`src/rtl/alu_pkg.sv`:
```
// rtl/alu_pkg.sv - shared opcode encoding, sequencer state type and widths
package alu_pkg;

    localparam int OP_W    = 3;
    localparam int DATA_W  = 8;
    localparam int INSTR_W = OP_W + DATA_W;

    typedef enum logic [OP_W-1:0] {
        OP_HLT = 3'd0,
        OP_SKZ = 3'd1,
        OP_ADD = 3'd2,
        OP_AND = 3'd3,
        OP_XOR = 3'd4,
        OP_LDA = 3'd5,
        OP_STO = 3'd6,
        OP_JMP = 3'd7
    } alu_op_e;

    typedef enum logic [2:0] {
        ST_IDLE   = 3'd0,
        ST_ISSUE  = 3'd1,
        ST_WAIT   = 3'd2,
        ST_WB     = 3'd3,
        ST_HALTED = 3'd4
    } seq_state_e;

    // Only these opcodes load the ALU result back into the accumulator.
    function automatic logic writes_acc(input alu_op_e op);
        return (op == OP_ADD) || (op == OP_AND) || (op == OP_XOR) || (op == OP_LDA);
    endfunction

endpackage

```
`src/rtl/seq_fifo.sv`:
```
// rtl/seq_fifo.sv - instruction buffer, power-of-two depth, show-ahead read
module seq_fifo #(
    parameter int DEPTH = 4,
    parameter int WIDTH = 11
) (
    input  logic             clk,
    input  logic             reset,
    input  logic             push_i,
    input  logic [WIDTH-1:0] wdata_i,
    input  logic             pop_i,
    output logic [WIDTH-1:0] rdata_o,
    output logic             full_o,
    output logic             empty_o
);

    localparam int AW = $clog2(DEPTH);

    logic [WIDTH-1:0] mem_q [DEPTH];
    logic [AW-1:0]    wr_ptr_q, rd_ptr_q;
    logic [AW:0]      count_q;
    logic             do_push, do_pop;

    // A push into a full buffer is only legal when the head leaves the same cycle.
    assign do_pop  = pop_i && !empty_o;
    assign do_push = push_i && (!full_o || do_pop);
    assign full_o  = (count_q == (AW+1)'(DEPTH));
    assign empty_o = (count_q == '0);
    assign rdata_o = mem_q[rd_ptr_q];

    // Pointer and occupancy tracking; reset empties the buffer.
    always_ff @(posedge clk or negedge reset) begin
        if (!reset) begin
            wr_ptr_q <= '0;
            rd_ptr_q <= '0;
            count_q  <= '0;
        end else begin
            if (do_push) wr_ptr_q <= wr_ptr_q + 1'b1;
            if (do_pop)  rd_ptr_q <= rd_ptr_q + 1'b1;
            if (do_push && !do_pop)      count_q <= count_q + 1'b1;
            else if (!do_push && do_pop) count_q <= count_q - 1'b1;
        end
    end

    // Storage array; contents are don't-care while the pointers say empty.
    always_ff @(posedge clk) begin
        if (do_push) mem_q[wr_ptr_q] <= wdata_i;
    end

endmodule

```
`src/rtl/alu_seq.sv`:
```
// rtl/alu_seq.sv - buffered instruction sequencer driving an external accumulator ALU
module alu_seq
    import alu_pkg::*;
#(
    parameter int FIFO_DEPTH = 4,
    parameter int ALU_LAT    = 1
) (
    input  logic              clk,
    input  logic              reset,
    input  logic              instr_valid,
    output logic              instr_ready,
    input  logic [OP_W-1:0]   instr_op,
    input  logic [DATA_W-1:0] instr_data,
    input  logic              resume,
    output logic [OP_W-1:0]   opcode,
    output logic [DATA_W-1:0] accum,
    output logic [DATA_W-1:0] data,
    input  logic [DATA_W-1:0] alu_out,
    input  logic              zero,
    output logic              res_valid,
    output logic [DATA_W-1:0] res_acc,
    output logic              halted
);

    localparam int CW = (ALU_LAT > 1) ? $clog2(ALU_LAT) : 1;

    seq_state_e        state_q, state_d;
    alu_op_e           op_q, op_d;
    logic [DATA_W-1:0] data_q, data_d;
    logic [DATA_W-1:0] acc_q, acc_d;
    logic [DATA_W-1:0] res_acc_q, res_acc_d;
    logic              res_valid_q, res_valid_d;
    logic              skip_q, skip_d;
    logic [CW-1:0]     cnt_q, cnt_d;

    logic               fifo_push, fifo_pop, fifo_full, fifo_empty;
    logic [INSTR_W-1:0] fifo_rdata;
    logic               fetch, skip_now;

    assign fifo_push   = instr_valid && instr_ready;
    assign instr_ready = reset && (!fifo_full || fifo_pop);

    seq_fifo #(
        .DEPTH (FIFO_DEPTH),
        .WIDTH (INSTR_W)
    ) u_fifo (
        .clk     (clk),
        .reset   (reset),
        .push_i  (fifo_push),
        .wdata_i ({instr_op, instr_data}),
        .pop_i   (fifo_pop),
        .rdata_o (fifo_rdata),
        .full_o  (fifo_full),
        .empty_o (fifo_empty)
    );

    // Next-state logic; WB fetches directly so back-to-back issue needs no IDLE cycle.
    always_comb begin
        state_d     = state_q;
        op_d        = op_q;
        data_d      = data_q;
        acc_d       = acc_q;
        res_acc_d   = res_acc_q;
        res_valid_d = 1'b0;
        skip_d      = skip_q;
        cnt_d       = cnt_q;
        fifo_pop    = 1'b0;
        fetch       = 1'b0;
        skip_now    = skip_q;

        case (state_q)
            ST_IDLE: begin
                fetch = 1'b1;
            end
            ST_ISSUE: begin
                cnt_d   = '0;
                state_d = (ALU_LAT == 1) ? ST_WB : ST_WAIT;
            end
            ST_WAIT: begin
                cnt_d = cnt_q + 1'b1;
                if (cnt_q == CW'(ALU_LAT - 2)) state_d = ST_WB;
            end
            ST_WB: begin
                res_valid_d = 1'b1;
                if (writes_acc(op_q)) acc_d = alu_out;
                res_acc_d = acc_d;
                if (op_q == OP_HLT) begin
                    state_d = ST_HALTED;
                end else begin
                    fetch    = 1'b1;
                    skip_now = (op_q == OP_SKZ) && zero;
                end
            end
            ST_HALTED: begin
                if (resume) state_d = ST_IDLE;
            end
            default: state_d = ST_IDLE;
        endcase

        // A pending skip consumes exactly one popped instruction without issuing it.
        if (fetch) begin
            if (!fifo_empty) begin
                fifo_pop = 1'b1;
                if (skip_now) begin
                    skip_d  = 1'b0;
                    state_d = ST_IDLE;
                end else begin
                    op_d    = alu_op_e'(fifo_rdata[INSTR_W-1:DATA_W]);
                    data_d  = fifo_rdata[DATA_W-1:0];
                    state_d = ST_ISSUE;
                end
            end else begin
                skip_d  = skip_now;
                state_d = ST_IDLE;
            end
        end
    end

    // Sequencer state; reset drops everything in flight immediately.
    always_ff @(posedge clk or negedge reset) begin
        if (!reset) begin
            state_q     <= ST_IDLE;
            op_q        <= OP_HLT;
            data_q      <= '0;
            acc_q       <= '0;
            res_acc_q   <= '0;
            res_valid_q <= 1'b0;
            skip_q      <= 1'b0;
            cnt_q       <= '0;
        end else begin
            state_q     <= state_d;
            op_q        <= op_d;
            data_q      <= data_d;
            acc_q       <= acc_d;
            res_acc_q   <= res_acc_d;
            res_valid_q <= res_valid_d;
            skip_q      <= skip_d;
            cnt_q       <= cnt_d;
        end
    end

    assign opcode    = op_q;
    assign data      = data_q;
    assign accum     = acc_q;
    assign res_acc   = res_acc_q;
    assign res_valid = res_valid_q;
    assign halted    = (state_q == ST_HALTED);

endmodule
```
`config.mk`:
```
export PLATFORM = sky130hd
export DESIGN_NAME = alu_seq
export DESIGN_NICKNAME = d
export VERILOG_FILES = /design/src/rtl/alu_pkg.sv /design/src/rtl/seq_fifo.sv /design/src/rtl/alu_seq.sv
export SDC_FILE = /design/constraint.sdc
export NUM_CORES = 1
export LEC_CHECK = 0
export BUFFER_PORTS_ARGS = -buffer_cell sky130_fd_sc_hd__buf_4
export CAP_MARGIN = 20
export CORE_UTILIZATION = 59
export DETAILED_ROUTE_END_ITERATION = 7
export HOLD_SLACK_MARGIN = 0.1
export PLACE_DENSITY = 0.83
export SLEW_MARGIN = 20
export SYNTH_ARGS = -nofsm -noshare
export SYNTH_HDL_FRONTEND = slang
export SYNTH_SLANG_ARGS = --single-unit
export TNS_END_PERCENT = 10
```
`constraint.sdc`:
```
create_clock -name clk -period 4.4 [get_ports clk]
set_input_delay 0.44 -clock clk [delete_from_list [all_inputs] [get_ports clk]]
set_output_delay 0.44 -clock clk [all_outputs]
set_load 0.005 [all_outputs]
```
==> results of run 1 <==
critical path: cells and delay by family:
kind	cells	cell delay, ns
adders and majority gates	2	0.61
xor gates and xnor gates	2	0.30
and+or+nand+nor	2	0.24
buffers and inverters	3	0.96
AOI/OAI and AO/OA	1	0.27
cells in the final DEF (no fill, tap or decap), drive strengths merged, types with 3 or more instances in the layout:
master,synthesis,final
xnor2,5,5
clkbuf,1,11
dfrtp,32,32
clkinv,0,4
mux2,20,20
and2,4,4
a21oi,3,3
edfxtp,44,44
xor2,3,3
ha,5,5
inv,8,8
buf,12,53
nand2,5,5
mux4,11,11
nor2,7,7
nand4,3,3
report_power, final:
| group | internal (mW) | switching (mW) |
|---|---|---|
| Clock | 0.275 | 0.235 |
| Combinational | 0.574 | 0.362 |
| Sequential | 0.959 | 0.198 |
| Total | 1.81 | 0.795 |
through the flow:
stage | total power, mW | instance area, um2 | util | std cells | hold slack [ns]
finish | 2.603 | 3751 | 0.7298 | 311 | 0.3022
detailed placement | 2.123 | 3547 | 0.6901 | 294 | 0.4087
floorplan | 1.827 | 3154 | - | 184 | 0.1444
global placement | 2.093 | 3547 | 0.6901 | 294 | 0.4036
CTS | 2.637 | 3751 | 0.7298 | 311 | 0.2780
global route | 2.785 | 3751 | 0.7298 | 311 | 0.2772
cell type report:
class | count | area share
Multi-Input combinational cell | 87 | 0.2425
Clock buffer | 11 | 0.03769
Timing Repair Buffer | 54 | 0.1087
Sequential cell | 76 | 0.5657
Inverter | 8 | 0.008005
Tap cell | 70 | 0.02335
Clock inverter | 5 | 0.01401
worst max-delay path by stage:
stage | slack (ns) | to | cells after the start
after floorplan | 2.10 | u_fifo.count_q[2]$_DFFE_PN0P_ | 10
after global placement | 2.03 | u_fifo.count_q[2]$_DFFE_PN0P_ | 9
after detailed placement | 1.92 | u_fifo.count_q[2]$_DFFE_PN0P_ | 10
after CTS | 1.80 | u_fifo.count_q[2]$_DFFE_PN0P_ | 10
after global routing | 1.62 | u_fifo.count_q[2]$_DFFE_PN0P_ | 10
final | 1.82 | u_fifo.count_q[2]$_DFFE_PN0P_ | 10
routing by layer:
layer,part of all wire,up-vias
met1,0.42,836
met2,0.52,56
met3,0.054,5
li1,-,779
met5,0,-
met4,0.0088,0
flip-flops by register name (all words and copies together) (netlist names):
name	flops
data	8
u_fifo.count_q	3
res_valid	1
res_acc	8
cnt_q	1
u_fifo.wr_ptr_q	2
skip_q	1
u_fifo.rd_ptr_q	2
u_fifo.mem_q	44
state_q	3
opcode	3
cells by family (layout without fill, tap and decap cells):
group,count (synthesis),in the layout,synth area share
flops,76,76,0.6728
fa+ha+maj,6,6,0.02618
buf+inv,21,78,0.03887
compound gates,15,15,0.04007
mux,32,32,0.1531
simple gates,26,26,0.04681
xor+xnor,8,8,0.02221
timing repair:
item / CTS / global route
endpoints found under the setup margin: 0 / 0
hold endpoints to repair: 32 / 0
hold buffers: 1 / 0
setup buffers: 0 / 0
==> impl_metrics.yaml, run 1 <==
run_status:
  outcome: "finished clean"
sta:
  slew_violations: 0
  layout_setup_ws_ns: 1.817
  tightest_slew_ns: 0.7718
  tns_ns: 0
  rsz0062_at_grt: "no"
  relSlewSlack: 0.4855
  clock_skew_ns: 0.009612
  period_share: 0.5870
  period_minus_slack_ns: 2.583
  report.final.hold_viol_count: 0
  setup_viol: 0
  clock.fmax_ghz: 0.3872
cells_and_area:
  multi_input_area_um2: 909.6
  fill_cells: 351
  num_antenna_cells: 0
  nets: 266
  syn_to_final_growth_pct: 18.92
  final_layout_size_suffix_gt1_frac: 0.4315
  seq_area_um2: 2122
floorplan:
  die_h_um: 75.12
  initial_core_util: 0.6137
  ios: 54
  die_area_um2: 5642
  core_area_um2: 5140
  die_w_um: 75.12
  placementRows: 26
yosys:
  synth_top_cell_by_area: "edfxtp_1"
  synth_warnings: 0
  synth_edf_count: 44
  syn_inst: 184
  synth_nets: 214
  synthFlopType: "edfxtp_1"
  avgSynthCellArea_um2: 17.14
  synthArstFlopShare: 0.4211
  synthTopCellsByArea: "edfxtp_1, dfrtp_1, mux4_2"
  yosys.area.top_type_share: 0.4189
  ys_types: 36
  yosys.cell_count.top_type: "edfxtp_1"
  ys_ff_latch: 76
  seq_area_frac_synth: 0.6727
  syn_area_um2: 3154
  synth_common_cells: "edfxtp_1, dfrtp_1, mux2_2, mux4_2, buf_4"
power:
  power_leakage_nw: 1.508
  max-vdd-ir-drop_mv: 0.4035
  powerDensity_nw_per_um2: 694.0
critical_path:
  critPathArrivalTime_ns: 2.84
  timing_worst_setup_path_type: "in -> reg"
  worst-r2r-setup-slack_ns: 1.88
  path_cells: "dlygate4sd3_1, buf_4, nand2_1, a21oi_2, ha_1, inv_1, fa_1, xor2_1, nor2_1, xor2_1"
  crit_top_cell: "xor2_1"
  crit_path_start_kind: "input port"
  rr_endpoint: "u_fifo.count_q[2]$_DFFE_PN0P_"
  rr_worst_depth: 10
  cp-startpoint: "reset"
  cp_slowest_cell: "dlygate4sd3_1"
  crit_required_ns: 4.66
  cp-end-kind: "register"
  r2r_start: "state_q[2]$_DFFE_PN0P_"
  slowest_delay_ns: 0.52
  critPathMaxFanout: 34
grt:
  grt.total_usage: 0.1933
  busiest_layer: "met2"
  use_met1: 0.2109
  grtUsageMet2: 0.3423
  grt-ovfl-total: 0
  grt_pass1_wl_mm: 7.424
  antenna_found_initial: 0
  grt_max_degree: 35
  use_met3: 0.06827
  grt_pass1_vias: 1617
cts:
  cts.htree.levels: 3
  cts_tree: "built"
  cts_resized: 0
  cts-buffers-inserted: 9
  clk_pin_slew_ns: 0.07
  cts_root_buffer: "clkbuf_8"
  cts.sinks: 76
  clk_path_buf_depth: 2
  clock_latency_ns: 0.34
placed_design:
  place_ws_ns: 1.919
  hpwl_mm: 3.243
  port-buffer-count: 53
  place_congestion: 0.7885
route:
  first_iter_violations: 56
  viasPerCell: 5.389
  drc: 0
  routedWlPerCell_um: 15.42
  drt-total-wl_mm: 4.797
  vias: 1676
  first_pass_iters: 4
  drtAntennaViolNets: 0
flow_run:
  cap_violations: 0
worst_hold_path:
  whs_endpoint: "u_fifo.mem_q[0][5]$_DFFE_PP_"
  hold_path.class: "in -> reg"
  worstHoldPathCells: 1
  hold_path_startpoint: "instr_data[5]"
(Power assumes the default switching activity.)
==> run 2: changes to the inputs <==
--- a/config.mk
+++ b/config.mk
@@ -7,10 +7,10 @@
 export LEC_CHECK = 0
 export BUFFER_PORTS_ARGS = -buffer_cell sky130_fd_sc_hd__buf_4
 export CAP_MARGIN = 20
-export CORE_UTILIZATION = 59
+export CORE_UTILIZATION = 55
 export DETAILED_ROUTE_END_ITERATION = 7
 export HOLD_SLACK_MARGIN = 0.1
-export PLACE_DENSITY = 0.83
+export PLACE_DENSITY = 0.78
 export SLEW_MARGIN = 20
 export SYNTH_ARGS = -nofsm -noshare
 export SYNTH_HDL_FRONTEND = slang
==> constraint.sdc (replaced) <==
create_clock -name clk -period 2.56 [get_ports clk]
set_input_delay 0.256 -clock clk [delete_from_list [all_inputs] [get_ports clk]]
set_output_delay 0.256 -clock clk [all_outputs]
set_load 0.005 [all_outputs]
==> run 2 against run 1 <==
Net effect:
- worst setup slack worse by 1.6 ns
- core utilization is 3.4 points lower
- final cell count up 3.2%
- count of clock-buffer cells in the layout decreased by 1
- combinational power up 87%
- sequential share of layout area is 1.2 points lower
- clock skew is 0.00068 ns higher
- critical path depth decreased by 1
- non-clock buffer count up 9
- largest cell class unchanged
- sequential power is 66% higher
- cell area is 2.2% higher
- die area is 7.1% higher
==> impl_metrics.yaml, run 2 (same netlist as run 1, synthesis figures left out) <==
run_status:
  outcome: "finished clean"
sta:
  tns_ns: 0
  period_share: 0.9293
  relSlewSlack: 0.5872
  report.final.hold_viol_count: 0
  setup_viol: 0
  clock_skew_ns: 0.01030
  clock.fmax_ghz: 0.4204
  tightest_slew_ns: 0.6170
  slew_violations: 0
  period_minus_slack_ns: 2.379
  rsz0062_at_grt: "no"
critical_path:
  crit_required_ns: 2.83
  r2r_start: "opcode[1]$_DFFE_PN0P_"
  critPathArrivalTime_ns: 2.65
  crit_path_start_kind: "register"
  critPathMaxFanout: 7
  timing_worst_setup_path_type: "reg -> reg"
  cp-end-kind: "register"
  cp-startpoint: "opcode[1]$_DFFE_PN0P_"
route:
  drc: 0
  drt-total-wl_mm: 5.250
  wl_met2_mm: 2.612
  top_layer: "met4"
  viasPerCell: 5.287
  vias: 1697
  drtAntennaViolNets: 0
  met3_length_um: 256
  first_pass_iters: 4
  first_iter_violations: 74
  wl_met1_mm: 2.281
  routedWlPerCell_um: 16.36
cells_and_area:
  layout.cells.non_filler: 321
  fill_cells: 363
  largest_reg_flops: 44
  seq_area_um2: 2122
  mostFrequentLayoutCells: "buf_4, edfxtp_1, dfrtp_1"
  final_layout_size_suffix_gt1_frac: 0.4498
  num_antenna_cells: 0
  multi_input_area_um2: 909.6
  syn_to_final_growth_pct: 21.50
  layout_commonest_cell: "buf_4"
  nets: 275
  top_register: "u_fifo.mem_q"
grt:
  grt.total_usage: 0.1973
  grt_max_degree: 34
  grt_pass1_vias: 1773
  grt_pass1_wl_mm: 8.673
  grt-ovfl-total: 0
  antenna_found_initial: 0
cts:
  cts.sinks: 76
  clock_latency_ns: 0.34
  clk_path_buf_depth: 2
  cts_root_buffer: "clkbuf_8"
  cts.htree.levels: 3
  clk_pin_slew_ns: 0.08
  cts_tree: "built"
  cts-buffers-inserted: 9
power:
  max-vdd-ir-drop_mv: 0.5398
  power_leakage_nw: 1.558
  powerDensity_nw_per_um2: 1204
placed_design:
  placed_cells_incl_taps: 305
  hpwl_mm: 3.589
  place_congestion: 0.7540
  port-buffer-count: 53
floorplan:
  die_w_um: 77.73
  initial_core_util: 0.5728
  die_h_um: 77.73
  placementRows: 27
  core_area_um2: 5507
  ios: 54
  die_area_um2: 6042
worst_hold_path:
  hold_path_startpoint: "instr_data[2]"
  hold_path.class: "in -> reg"
flow_run:
  cap_violations: 0
## run 2: per-stage QoR
step	cell area (um2)	utilization	hold slack, ns	total power, mW	worst slack [ns]
6_report	3832	0.6960	0.1150	4.613	0.1811
3_3_place_gp	3617	0.6569	0.3260	3.654	0.2783
5_1_grt	3832	0.6960	0.1051	4.907	0.08516
2_1_floorplan	3154	-	-0.03959	3.140	0.2647
4_1_cts	3832	0.6960	0.1033	4.672	0.1694
3_5_place_dp	3617	0.6569	0.3313	3.715	0.2323
## run 2: where the power goes
part	internal (mW)	total [mW]	switching [mW]
Sequential	1.65	1.92	0.275
Clock	0.541	0.944	0.404
Combinational	1.03	1.75	0.718
Total	3.22	4.61	1.40
## run 2: critical path, cell delays in order (launching register included)
cell	delay [ns]
dfrtp_1	0.45
o311ai_1	0.56
a211oi_4	0.19
inv_1	0.10
ha_1	0.18
inv_1	0.06
fa_1	0.37
xor2_1	0.15
nor2_1	0.11
xor2_1	0.14
## run 2: worst paths after layout
kind	depth (start not counted)	to	slack, ns
worst max-delay path	9	u_fifo.count_q[2]$_DFFE_PN0P_	0.18
worst min-delay path	1	u_fifo.mem_q[1][2]$_DFFE_PP_	0.11
worst max register to register	9	u_fifo.count_q[2]$_DFFE_PN0P_	0.18
worst min register to register	1	u_fifo.count_q[2]$_DFFE_PN0P_	0.50
max in group asynchronous	3	data[1]$_DFFE_PN0P_	1.75
min in group asynchronous	3	u_fifo.count_q[1]$_DFFE_PN0P_	0.49
## run 2: layer usage
metal	track usage	vias to the layer above
li1	-	793
met1	0.2428	841
met2	0.3327	55
met3	0.04000	8
met4	0.09811	0
met5	0	-
## run 2: area by class of cell
| cell class | instances | share of cell area |
|---|---|---|
| inverter | 8 | 0.007835 |
| timing repair buffer | 63 | 0.1241 |
| multi-input combinational | 87 | 0.2373 |
| clock inverter | 5 | 0.02024 |
| tap | 72 | 0.02351 |
| clock buffer | 10 | 0.03330 |
| sequential | 76 | 0.5537 |
## run 2: repair_timing
| item | 4_1_cts | 5_1_grt |
|---|---|---|
| gates resized for setup | 0 | 0 |
| endpoints found under the setup margin | 0 | 0 |
| endpoints found under the hold margin | 32 | 0 |
| hold buffers | 1 | 0 |
| setup buffers | 0 | 0 |
==> run 3: changes to the inputs <==
--- a/config.mk
+++ b/config.mk
@@ -7,10 +7,11 @@
 export LEC_CHECK = 0
 export BUFFER_PORTS_ARGS = -buffer_cell sky130_fd_sc_hd__buf_4
 export CAP_MARGIN = 20
-export CORE_UTILIZATION = 55
+export CORE_ASPECT_RATIO = 0.5
+export CORE_UTILIZATION = 40
 export DETAILED_ROUTE_END_ITERATION = 7
 export HOLD_SLACK_MARGIN = 0.1
-export PLACE_DENSITY = 0.78
+export PLACE_DENSITY = 0.6
 export SLEW_MARGIN = 20
 export SYNTH_ARGS = -nofsm -noshare
 export SYNTH_HDL_FRONTEND = slang
==> run 3 against run 2 <==
Net effect:
- final cell count is 12% higher
- count of clock-buffer cells in the layout rose by 1
- first-iteration DRC count rose to 2.6 times the previous value
- critical path depth down 2
- largest cell class unchanged
==> impl_metrics.yaml, run 3 (same netlist as run 1, synthesis figures left out) <==
power:
  power_frac_clock: 0.277
  p_seq_frac: 0.379
  power.switching_fraction: 0.2820
  power_leakage_nw: 1.625
  p_total_mw: 5.061
  p_switching_mw: 1.427
  p_int_mw: 3.634
  powerDensity_nw_per_um2: 1258
  combPwrFrac: 0.344
  max-vdd-ir-drop_mv: 0.4277
cts:
  cts-buffers-inserted: 9
  postCtsSetupRepairBufs: 0
  cts_tree: "built"
  clk_path_buf_depth: 2
  clk_pin_slew_ns: 0.06
  clock_latency_ns: 0.32
  cts.sinks: 76
  cts_root_buffer: "clkbuf_16"
  hold_buffers: 1
  cts.htree.levels: 3
  cts_resized: 0
placed_design:
  port-buffer-count: 53
  hpwl_mm: 3.699
  place_ws_ns: 0.1858
  place_congestion: 0.8275
sta:
  report.final.hold_viol_count: 0
  relSlewSlack: 0.5503
  layout_setup_ws_ns: 0.1895
  tightest_slew_ns: 0.6721
  slew_violations: 0
  tns_ns: 0
  setup_viol: 0
  period_share: 0.9260
  clock_skew_ns: 0.006202
  rsz0062_at_grt: "no"
  period_minus_slack_ns: 2.370
  clock.fmax_ghz: 0.4219
grt:
  grt_max_degree: 34
  grt_pass1_wl_mm: 8.625
  grt.total_usage: 0.1456
  antenna_found_initial: 0
  grt-ovfl-total: 0
  grt_pass1_vias: 1723
cells_and_area:
  nets: 277
  largest_reg_flops: 44
  finish.utilization: 0.5373
  num_antenna_cells: 0
  final_layout_size_suffix_gt1_frac: 0.4563
  mostFrequentLayoutCells: "buf_4, edfxtp_1, dfrtp_1"
  top_register: "u_fifo.mem_q"
  fill_cells: 636
  layout_commonest_cell: "buf_4"
  syn_to_final_growth_pct: 27.53
worst_hold_path:
  worstHoldPathCells: 1
  whs_endpoint: "u_fifo.mem_q[0][5]$_DFFE_PP_"
  hold_path.class: "in -> reg"
  hold_path_startpoint: "instr_data[5]"
route:
  drc: 0
  drt-total-wl_mm: 5.331
  drtAntennaViolNets: 0
  first_pass_iters: 4
  viasPerCell: 4.700
  vias: 1692
  first_iter_violations: 191
  routedWlPerCell_um: 14.81
critical_path:
  path_cells: "o311ai_1, a211oi_4, inv_1, ha_1, inv_1, fa_1, mux2_2"
  crit_path_start_kind: "register"
  slowest_delay_ns: 0.49
  rr_endpoint: "u_fifo.count_q[1]$_DFFE_PN0P_"
  worst-r2r-setup-slack_ns: 0.19
  cp-end-kind: "register"
  cp_slowest_cell: "dfrtp_1"
  crit_top_cell: "inv_1"
  r2r_start: "state_q[1]$_DFFE_PN0P_"
  rr_worst_depth: 7
  critPathMaxFanout: 8
  critPathArrivalTime_ns: 2.58
  timing_worst_setup_path_type: "reg -> reg"
  crit_required_ns: 2.77
floorplan:
  die_w_um: 127.6
  die_h_um: 64.79
  ios: 54
  core_area_um2: 7487
  placementRows: 22
  initial_core_util: 0.4213
  die_area_um2: 8266
run_status:
  outcome: "finished clean"
flow_run:
  cap_violations: 0
## run 3: area by class of cell
type | count | area, um2 | area share
clock inverter | 5 | 102.6 | 0.02551
sequential | 76 | 2122 | 0.5275
tap | 108 | 135.1 | 0.03359
inverter | 8 | 30.03 | 0.007465
timing repair buffer | 65 | 490.5 | 0.1219
clock buffer | 11 | 232.7 | 0.05785
multi-input combinational | 87 | 909.6 | 0.2261
## run 3: per-stage QoR
step / hold slack (ns) / area [um2] / instances
5_1_grt: 0.1211 / 4023 / 360
6_report: 0.1287 / 4023 / 360
3_3_place_gp: 0.3246 / 3677 / 343
3_5_place_dp: 0.3346 / 3677 / 343
4_1_cts: 0.1168 / 4023 / 360
2_1_floorplan: -0.03959 / 3154 / 184
## run 3: power by group through the flow
stage / clock network, mW / logic, mW / registers (mW)
final: 1.40 / 1.74 / 1.92
after floorplan: 0 / 1.27 / 1.87
after CTS: 1.43 / 1.78 / 1.93
after detailed placement: 0 / 1.78 / 1.95
after global routing: 1.48 / 1.94 / 1.97
after global placement: 0 / 1.75 / 1.93
## run 3: worst max-delay path by stage
| stage | from | slack [ns] | to |
|---|---|---|---|
| final | state_q[1]$_DFFE_PN0P_ | 0.19 | u_fifo.count_q[1]$_DFFE_PN0P_ |
| after global routing | state_q[1]$_DFFE_PN0P_ | 0.04 | u_fifo.count_q[1]$_DFFE_PN0P_ |
| after CTS | state_q[1]$_DFFE_PN0P_ | 0.17 | u_fifo.count_q[1]$_DFFE_PN0P_ |
| after detailed placement | state_q[1]$_DFFE_PN0P_ | 0.19 | u_fifo.count_q[1]$_DFFE_PN0P_ |
| after global placement | state_q[1]$_DFFE_PN0P_ | 0.27 | u_fifo.count_q[1]$_DFFE_PN0P_ |
| after floorplan | state_q[0]$_DFFE_PN0P_ | 0.26 | u_fifo.count_q[2]$_DFFE_PN0P_ |
## run 3: critical path, delay by kind of cell, from the launching register on
family	cells	cell delay (ns)
muxes	1	0.27
AOI/OAI and AO/OA	2	0.70
buffers and inverters	2	0.16
adders and majority gates	2	0.63
DFF	1	0.49
## run 3: routing by layer
metal	share of wire	global-route usage	vias to the layer above
li1	-	-	807
met1	0.45	0.1859	849
met2	0.50	0.2336	31
met3	0.041	0.04707	5
met4	0.0079	0.05735	0
met5	0	0	-
